File: src/rtl/riscv_pipe_ctrl_pkg.sv
// Shared types for the pipeline stall/flush sequencer: FSM states and the
// per-stage control bundle with its canned hazard responses.
package riscv_pipe_ctrl_pkg;

    typedef enum logic [1:0] {
        StRun     = 2'b00,
        StMemWait = 2'b01,
        StErr     = 2'b10
    } pipe_state_e;

    typedef struct packed {
        logic pc_stall;
        logic pc_redirect;
        logic stall_if_id;
        logic flush_if_id;
        logic stall_id_ex;
        logic flush_id_ex;
        logic stall_ex_mem;
        logic flush_ex_mem;
        logic flush_mem_wb;
    } pipe_ctrl_t;

    // Freeze PC..EX/MEM and bubble MEM/WB; shared by dmem wait and the error trap.
    localparam pipe_ctrl_t CtrlMemStall = pipe_ctrl_t'(9'b1_0_1_0_1_0_1_0_1);
    localparam pipe_ctrl_t CtrlBranch   = pipe_ctrl_t'(9'b0_1_0_1_0_1_0_1_0);
    localparam pipe_ctrl_t CtrlLoadUse  = pipe_ctrl_t'(9'b1_0_1_0_0_1_0_0_0);
    localparam pipe_ctrl_t CtrlNone     = pipe_ctrl_t'(9'b0);

endpackage

File: src/rtl/riscv_pipe_ctrl_hazard_detect.sv
// Load-use comparator: the load in ID/EX writes a register the IF/ID
// instruction reads. Writes to x0 never create a dependency.
module riscv_pipe_ctrl_hazard_detect (
    input  logic       ex_mem_to_reg,
    input  logic [4:0] ex_rd_idx,
    input  logic [4:0] id_rs1_idx,
    input  logic [4:0] id_rs2_idx,
    input  logic       id_use_rs1,
    input  logic       id_use_rs2,
    output logic       load_use
);

    logic rs1_hit;
    logic rs2_hit;

    always_comb begin
        rs1_hit  = id_use_rs1 && (id_rs1_idx == ex_rd_idx);
        rs2_hit  = id_use_rs2 && (id_rs2_idx == ex_rd_idx);
        load_use = ex_mem_to_reg && (ex_rd_idx != 5'd0) && (rs1_hit || rs2_hit);
    end

endmodule

File: src/rtl/riscv_pipe_ctrl.sv
// Central stall/flush sequencer for the 5-stage pipeline: prioritises dmem wait,
// taken branch and load-use hazards, traps dmem timeouts, keeps saturating stats.
module riscv_pipe_ctrl
    import riscv_pipe_ctrl_pkg::*;
#(
    parameter int unsigned WAIT_TIMEOUT = 64,
    parameter int unsigned CNT_W        = 32
) (
    input  logic             clk,
    input  logic             rst_n,
    input  logic             ex_MemtoReg,
    input  logic [4:0]       ex_rd_idx,
    input  logic [4:0]       id_rs1_idx,
    input  logic [4:0]       id_rs2_idx,
    input  logic             id_use_rs1,
    input  logic             id_use_rs2,
    input  logic             mem_branch_taken,
    input  logic             mem_access,
    input  logic             dmem_ready,
    output logic             pc_stall,
    output logic             pc_redirect,
    output logic             stall_if_id,
    output logic             flush_if_id,
    output logic             stall_id_ex,
    output logic             flush_id_ex,
    output logic             stall_ex_mem,
    output logic             flush_ex_mem,
    output logic             flush_mem_wb,
    output logic             mem_err,
    output logic [CNT_W-1:0] stall_cnt,
    output logic [CNT_W-1:0] flush_cnt
);

    localparam int unsigned WaitW = (WAIT_TIMEOUT > 2) ? $clog2(WAIT_TIMEOUT) : 1;
    localparam logic [WaitW-1:0] WaitLast = WaitW'(WAIT_TIMEOUT - 1);

    pipe_state_e      state_q, state_d;
    logic [WaitW-1:0] wait_cnt_q, wait_cnt_d;
    logic             mem_err_q, mem_err_d;
    logic [CNT_W-1:0] stall_cnt_q, stall_cnt_d;
    logic [CNT_W-1:0] flush_cnt_q, flush_cnt_d;
    logic             load_use;
    logic             mem_wait;
    pipe_ctrl_t       ctrl;

    riscv_pipe_ctrl_hazard_detect u_hazard_detect (
        .ex_mem_to_reg (ex_MemtoReg),
        .ex_rd_idx     (ex_rd_idx),
        .id_rs1_idx    (id_rs1_idx),
        .id_rs2_idx    (id_rs2_idx),
        .id_use_rs1    (id_use_rs1),
        .id_use_rs2    (id_use_rs2),
        .load_use      (load_use)
    );

    assign mem_wait = mem_access && !dmem_ready;

    // Priority mux; reset gating keeps stage registers quiet during rst_n=0.
    always_comb begin
        ctrl = CtrlNone;
        if (!rst_n) begin
            ctrl = CtrlNone;
        end else if (state_q == StErr || mem_wait) begin
            ctrl = CtrlMemStall;
        end else if (mem_branch_taken) begin
            ctrl = CtrlBranch;
        end else if (load_use) begin
            ctrl = CtrlLoadUse;
        end
    end

    always_comb begin
        state_d    = state_q;
        wait_cnt_d = wait_cnt_q;
        mem_err_d  = mem_err_q;
        case (state_q)
            StRun: begin
                if (mem_wait) begin
                    state_d    = StMemWait;
                    wait_cnt_d = WaitW'(1);
                end
            end
            StMemWait: begin
                // Ready completes the access; a dropped request abandons it.
                if (!mem_access || dmem_ready) begin
                    state_d    = StRun;
                    wait_cnt_d = '0;
                end else if (wait_cnt_q == WaitLast) begin
                    state_d   = StErr;
                    mem_err_d = 1'b1;
                end else begin
                    wait_cnt_d = wait_cnt_q + WaitW'(1);
                end
            end
            StErr: begin
                state_d = StErr;
            end
            default: begin
                state_d    = StRun;
                wait_cnt_d = '0;
            end
        endcase

        stall_cnt_d = stall_cnt_q;
        if (ctrl.pc_stall && (stall_cnt_q != '1)) begin
            stall_cnt_d = stall_cnt_q + CNT_W'(1);
        end
        flush_cnt_d = flush_cnt_q;
        if (ctrl.pc_redirect && (flush_cnt_q != '1)) begin
            flush_cnt_d = flush_cnt_q + CNT_W'(1);
        end
    end

    always_ff @(posedge clk or negedge rst_n) begin
        if (!rst_n) begin
            state_q     <= StRun;
            wait_cnt_q  <= '0;
            mem_err_q   <= 1'b0;
            stall_cnt_q <= '0;
            flush_cnt_q <= '0;
        end else begin
            state_q     <= state_d;
            wait_cnt_q  <= wait_cnt_d;
            mem_err_q   <= mem_err_d;
            stall_cnt_q <= stall_cnt_d;
            flush_cnt_q <= flush_cnt_d;
        end
    end

    assign pc_stall     = ctrl.pc_stall;
    assign pc_redirect  = ctrl.pc_redirect;
    assign stall_if_id  = ctrl.stall_if_id;
    assign flush_if_id  = ctrl.flush_if_id;
    assign stall_id_ex  = ctrl.stall_id_ex;
    assign flush_id_ex  = ctrl.flush_id_ex;
    assign stall_ex_mem = ctrl.stall_ex_mem;
    assign flush_ex_mem = ctrl.flush_ex_mem;
    assign flush_mem_wb = ctrl.flush_mem_wb;
    assign mem_err      = mem_err_q;
    assign stall_cnt    = stall_cnt_q;
    assign flush_cnt    = flush_cnt_q;

endmodule
File: config.mk
export PLATFORM = sky130hd
export DESIGN_NAME = riscv_pipe_ctrl
export DESIGN_NICKNAME = d
export VERILOG_FILES = /design/src/rtl/riscv_pipe_ctrl_pkg.sv /design/src/rtl/riscv_pipe_ctrl_hazard_detect.sv /design/src/rtl/riscv_pipe_ctrl.sv
export SDC_FILE = /design/constraint.sdc
export NUM_CORES = 1
export LEC_CHECK = 0
export BUFFER_PORTS_ARGS = -buffer_cell sky130_fd_sc_hd__buf_2
export CAP_MARGIN = 0
export CELL_PAD_IN_SITES_DETAIL_PLACEMENT = 0
export CELL_PAD_IN_SITES_GLOBAL_PLACEMENT = 2
export CORE_AREA = 2 2 111 113
export DETAILED_ROUTE_END_ITERATION = 10
export DIE_AREA = 0 0 113 115
export PLACE_DENSITY = 0.87
export SETUP_SLACK_MARGIN = 0.15
export SLEW_MARGIN = 15
export SYNTH_ARGS = -nofsm -noshare
export SYNTH_HDL_FRONTEND = slang
export SYNTH_SLANG_ARGS = --single-unit
File: constraint.sdc
create_clock -name clk -period 2.6 [get_ports clk]
set_input_delay 0.13 -clock clk [delete_from_list [all_inputs] [get_ports clk]]
set_output_delay 0.13 -clock clk [all_outputs]
set_load 0.05 [all_outputs]
==> results of run 1 <==
## sequential cells by signal (all words and copies together), names as in the netlist
| signal | cells |
|---|---|
| flush_cnt | 32 |
| mem_err | 1 |
| stall_cnt | 32 |
| state_q | 2 |
| wait_cnt_q | 6 |
## cell type report
class                      instances  area share
sequential                        73      0.3924
multi-input combinational        273      0.3803
timing repair buffer             103      0.1150
clock buffer                      12     0.05269
tap                              147     0.03932
clock inverter                     4     0.01631
inverter                           5    0.004012
## cells in the mapped netlist (2+ instances only)
cell,count,area [sq um]
nor2_1,28,105.1
clkbuf_1,3,11.26
or4_1,3,22.52
a21oi_1,3,15.01
nand3_1,29,145.1
o21ai_0,2,10.01
nand4_1,14,87.58
inv_1,5,18.77
buf_2,2,10.01
mux2_2,2,22.52
a31oi_1,2,12.51
and3_1,13,81.33
nor3_2,3,30.03
xor2_1,37,324.1
dfrtp_1,73,1827
o21a_1,3,22.52
nand2_1,42,157.7
xnor2_1,38,332.8
nor3_1,20,100.1
nor4_1,4,25.02
and4_1,3,26.28
nand2b_1,3,18.77
or3_1,2,12.51
ha_1,3,37.54
buf_4,5,37.54
## layer usage
| metal | vias to the layer above | wire, microns |
|---|---|---|
| li1 | 1459 | - |
| met1 | 1425 | 4147 |
| met2 | 87 | 4133 |
| met3 | 11 | 551 |
| met4 | 0 | 91 |
| met5 | - | 0 |
## report_power, final
part           total, W  internal, W  switching (W)
combinational  0.000571     0.000160       0.000411
clock           0.00134     0.000869       0.000467
sequential      0.00132      0.00122       0.000105
total           0.00323      0.00224       0.000984
## cell families after synthesis
logic type | share of synthesized area
simple gates | 0.2434
xor+xnor | 0.1792
flops | 0.4985
compound gates | 0.04132
buf+inv | 0.02117
fa+ha+maj | 0.01024
mux | 0.006145
## path summary, 6_finish.rpt
kind / slack [ns] / startpoint / to / cells after the start
worst max-delay path: 0.30 / stall_cnt[2] / stall_cnt[31] / 6
worst min-delay path: 0.21 / dmem_ready / state_q[0] / 3
worst max register to register: 0.30 / stall_cnt[2] / stall_cnt[31] / 6
worst min register to register: 0.48 / mem_err / mem_err / 1
max in group asynchronous: 1.74 / rst_n / flush_cnt[0] / 3
min in group asynchronous: 0.45 / rst_n / stall_cnt[0] / 3
## stage by stage
step	setup slack, ns	utilization	instance area, sq um	hold slack, ns	total power, W
2_1_floorplan	0.1623	-	3682	-0.1656	0.001737
6_report	0.3003	0.3961	4678	0.2077	0.003229
3_5_place_dp	0.2008	0.3671	4335	0.2440	0.001918
3_3_place_gp	0.2504	0.3671	4335	0.2272	0.001909
4_1_cts	0.1830	0.3952	4668	0.1995	0.003269
5_1_grt	0.1512	0.3961	4678	0.2403	0.003369
## layout by cell type, fill, tap and decap left out, drive strengths merged, types with 5 or more instances in the layout
cell,count
nand3,29
dfrtp,73
nor3,23
xnor2,38
nand2,42
and3,13
clkbuf,12
inv,5
nor2,28
buf,102
nand4,15
nor4,5
xor2,37
## timing repair
| action | in CTS | in global routing |
|---|---|---|
| buffers inserted | 0 | 0 |
| gates resized for setup | 0 | 2 |
| hold buffers | 1 | 0 |
| hold endpoints to repair | 73 | 0 |
| endpoints found under the setup margin | 0 | 4 |
## worst register-to-register path, cell delays in order (launching register included)
cell     delay, ns
dfrtp_2       0.44
nand4_4       0.13
or2_4         0.27
or4_4         0.59
or3_4         0.40
nor4_4        0.22
xor2_1        0.16
==> run_results.csv, run 1 <==
group,metric,value,unit
placed_design,dp.cells,600,
clock_network,numCtsBuffers,9,
global_route,use_met1,0.1943,
power_and_ir_drop,p_leak,2.360,nW
synth,synthArstFlopShare,1.000,
sta,relSlewSlack,0.6197,
route,wl,8924,microns
clock_network,clockBufferDepth,2,
global_route,grt_max_degree,42,
layout,fin_cells,617,
layout,num_antenna_cells,0,
floorplan,dieArea,13000,sq um
clock_network,root_buffer,"clkbuf_16",
sta,hold_viol,0,
power_and_ir_drop,power.density,690.2,nW/um^2
setup_path,cpLargestDelayFamily,"simple AND/OR/NAND/NOR gates",
synth,synth_warnings,0,
synth,ys_seq_area_frac,0.4985,
floorplan,die_w,113,microns
floorplan,die_y,115,microns
worst_hold_path,hold_class,"in2reg",
sta,finalMaxSlewViolations,0,
setup_path,end_kind,"flop",
placed_design,gp_congestion,0.7925,
synth,postSynthCellCount,361,
setup_path,crit_path_max_fanout,7,
run,max_cap_viol_count,0,
global_route,grtUsageMet3,0.04006,
synth,synth_edf_count,0,
synth,netlist_area,3665,sq um
sta,finalSetupViolations,0,
sta,fin_crit,2.300,ns
sta,worst_pin_slew,0.5692,ns
sta,rsz0062_at_grt,"no",
global_route,grt_use_met2,0.2375,
floorplan,core_area,11810,sq um
layout,fin_nets,491,
synth,synthesis.nets,387,
global_route,grt_overflow,0,
run_status,status,"finished, violations left",
route,drtIter0Drc,176,
setup_path,critical_path.cell_chain,"nand4_4, or2_4, or4_4, or3_4, nor4_4, xor2_1",
placed_design,dp_hpwl,6666,microns
setup_path,max_stage_delay,0.59,ns
layout,drive_gt1_frac,0.2915,
sta,fin_crit_sh,0.8845,
setup_path,path_buf_inv,0,
clock_network,htree_levels,3,
layout,n_fill_cell,1186,
sta,tns,0,ns
clock_network,clkSinkCount,73,
global_route,grt-busiest-layer,"met2",
setup_path,critical_path_class,"reg2reg",
sta,clock.fmax,0.4348,GHz
layout,area_growth_syn_to_layout,27.65,%
floorplan,rows,40,
global_route,grt_pass1_wl,15300,microns
global_route,grt_pass1_vias,3048,
global_route,antenna_found_initial,0,
clock_network,cts.clk_slew.worst_paths,0.06,ns
floorplan,start_util,0.3103,
synth,avgSynthCellArea,10.15,sq um
setup_path,crit_path_start_kind,"flop",
synth,yosys_register_bits,73,
sta,finClkSkew,0.01005,ns
placed_design,io_buffers,96,
setup_path,required,2.85,ns
setup_path,slowest_stage,"or4_4",
synth,ys_types,44,
run_status,failed_checks,"design-rule violations",
route,viasPerCell,4.833,
clock_network,cts_tree,"built",
route,drt-wirelength-per-cell,14.46,microns
synth,synthFlopType,"dfrtp_1",
route,firstDrtPassIters,9,
route,ant_nets,0,
clock_network,insertion_delay,0.33,ns
layout,multi_input_area,1779,sq um
setup_path,cp.arrival,2.55,ns
power_and_ir_drop,ir_drop,0.0005643,V
global_route,groute.usage.overall,0.1461,
route,num_vias,2982,
layout,regArea,1836,sq um
route,drcViolationCount,8,
floorplan,io_pins,97,
Power figures use the tool's default switching activity.
==> run 2: changes to the inputs <==
--- a/config.mk
+++ b/config.mk
@@ -9,10 +9,10 @@
 export CAP_MARGIN = 0
 export CELL_PAD_IN_SITES_DETAIL_PLACEMENT = 0
 export CELL_PAD_IN_SITES_GLOBAL_PLACEMENT = 2
-export CORE_AREA = 2 2 111 113
+export CORE_AREA = 2 2 109 111
 export DETAILED_ROUTE_END_ITERATION = 10
-export DIE_AREA = 0 0 113 115
-export PLACE_DENSITY = 0.87
+export DIE_AREA = 0 0 111 113
+export PLACE_DENSITY = 0.9
 export SETUP_SLACK_MARGIN = 0.15
 export SLEW_MARGIN = 15
 export SYNTH_ARGS = -nofsm -noshare
==> constraint.sdc (replaced) <==
create_clock -name clk -period 2.7 [get_ports clk]
set_input_delay 0.135 -clock clk [delete_from_list [all_inputs] [get_ports clk]]
set_output_delay 0.135 -clock clk [all_outputs]
set_load 0.05 [all_outputs]
==> run 2 against run 1 <==
The flow now finishes without violations. Total power down 8.7%. Clock-buffer cell count decreased by 1. Routed wire length decreased by 2.3%. Critical path depth did not move. Sequential cell count did not move. Utilization rose by 1.1 points. Sequential share of layout area rose by 0.76 points. Clock power shrank 16%. Register-to-register slack lost 0.04 ns. Largest cell class unchanged. First-iteration DRC count is 11% lower. Maximum frequency decreased by 5.9%.
==> run_results.csv, run 2 (synthesized netlist as in run 1, its figures left out) <==
group,metric,value,unit
run_status,status,"complete, no violations",
power_and_ir_drop,ir_drop,0.0004325,V
clock_network,hold_buffers,0,
clock_network,numCtsBuffers,9,
power_and_ir_drop,power.density,642.6,nW/um^2
clock_network,insertion_delay,0.33,ns
floorplan,core_area,11270,sq um
layout,n_fill_cell,1095,
sta,whs,0.08099,ns
sta,tns,0,ns
global_route,grt_max_degree,75,
layout,num_antenna_cells,0,
route,viasPerCell,4.867,
placed_design,dp_hpwl,6380,microns
setup_path,required,2.95,ns
route,drcViolationCount,0,
sta,finClkSkew,0.005359,ns
run,max_cap_viol_count,0,
setup_path,reg2reg_setup_slack,0.26,ns
floorplan,rows,39,
clock_network,cts.clk_slew.worst_paths,0.06,ns
placed_design,dpl_worst_slack,0.2683,ns
floorplan,die_y,113,microns
placed_design,dp.cells,594,
route,num_vias,2969,
clock_network,root_buffer,"clkbuf_16",
layout,fin_cells,610,
floorplan,io_pins,97,
clock_network,htree_levels,3,
clock_network,cts_setup_buffers,0,
global_route,grt_pass1_vias,2981,
layout,fin_nets,488,
layout,multi_input_area,1760,sq um
clock_network,clkSinkCount,73,
sta,relSlewSlack,0.3554,
sta,finalSetupViolations,0,
floorplan,die_w,111,microns
setup_path,end_kind,"flop",
layout,regArea,1836,sq um
layout,drive_gt1_frac,0.2891,
sta,clock.fmax,0.4094,GHz
clock_network,cts_tree,"built",
sta,worst_pin_slew,0.9669,ns
sta,hold_viol,0,
route,firstDrtPassIters,4,
route,ant_nets,0,
placed_design,io_buffers,96,
sta,finalMaxSlewViolations,0,
power_and_ir_drop,p_leak,2.343,nW
sta,fin_crit,2.443,ns
clock_network,clockBufferDepth,2,
setup_path,crit_path_start_kind,"flop",
sta,rsz0062_at_grt,"no",
floorplan,dieArea,12540,sq um
layout,area_growth_syn_to_layout,25.23,%
floorplan,start_util,0.3251,
clock_network,cts_resized,0,
sta,fin_crit_sh,0.9048,
global_route,grt_pass1_wl,14540,microns
setup_path,critical_path_class,"reg2reg",
sta,worst_slack,0.2572,ns
global_route,antenna_found_initial,0,
layout,final_common_cell,"buf_2",
route,drt-wirelength-per-cell,14.30,microns
setup_path,cp.arrival,2.70,ns
setup_path,crit_path_max_fanout,7,
placed_design,gp_congestion,0.7807,
global_route,groute.usage.overall,0.1434,
worst_hold_path,hold_class,"in2async",
global_route,grt_overflow,0,
route,drtIter0Drc,157,
layout,layout_common_cells,"buf_2, dfrtp_1, nand2_1",
route,wl,8721,microns
==> run 2: changes by cell type in the layout (fill, tap and decap cells not counted), moves of 2 or more <==
cell / previous run / this run
clkinv_2: 0 / 3
buf_4: 7 / 5
bufinv_16: 2 / 0
clkbuf_1: 2 / 0
==> run 2: layout make-up <==
type,instances,share of cell area
timing repair buffer,100,0.1118
clock buffer,11,0.05507
multi-input combinational,273,0.3836
clock inverter,5,0.006543
tap,143,0.03899
sequential,73,0.3999
inverter,5,0.004089
==> run 2: worst paths after layout <==
check	start	endpoint	cells past startpoint
max	stall_cnt[2]	stall_cnt[31]	6
min	rst_n	wait_cnt_q[1]	2
max reg2reg	stall_cnt[2]	stall_cnt[31]	6
min reg2reg	mem_err	mem_err	1
max in group asynchronous	rst_n	stall_cnt[6]	2
min in group clk	dmem_ready	state_q[0]	3
==> run 2: worst max-delay path, stage by stage, from the launching register on <==
cell	delay (ns)
dfrtp_2	0.42
nand4_2	0.16
or2_4	0.30
or4_1	0.67
or3_4	0.42
nor4_4	0.23
xor2_1	0.16
==> run 2: per-stage QoR <==
| stage | utilization | instance area, sq um | total power (W) |
|---|---|---|---|
| 3_5_place_dp | 0.3821 | 4307 | 0.001846 |
| 2_1_floorplan | - | 3674 | 0.001669 |
| 4_1_cts | 0.4071 | 4589 | 0.002984 |
| 6_report | 0.4071 | 4589 | 0.002949 |
| 5_1_grt | 0.4071 | 4589 | 0.003079 |
| 3_3_place_gp | 0.3821 | 4307 | 0.001837 |
==> run 2: per-layer routing <==
metal | vias to the layer above | global-route usage | routed length [microns]
met5 | - | 0 | 0
met4 | 0 | 0.04083 | 85
met3 | 10 | 0.04231 | 545
met2 | 86 | 0.2405 | 4055
met1 | 1431 | 0.1811 | 4035
li1 | 1442 | - | -
==> run 2: power by group <==
part	total (W)	switching, W	leakage, nW	internal (W)
Sequential	0.00127	0.000103	0.971	0.00117
Clock	0.00113	0.000460	0.137	0.000667
Combinational	0.000548	0.000397	1.23	0.000151
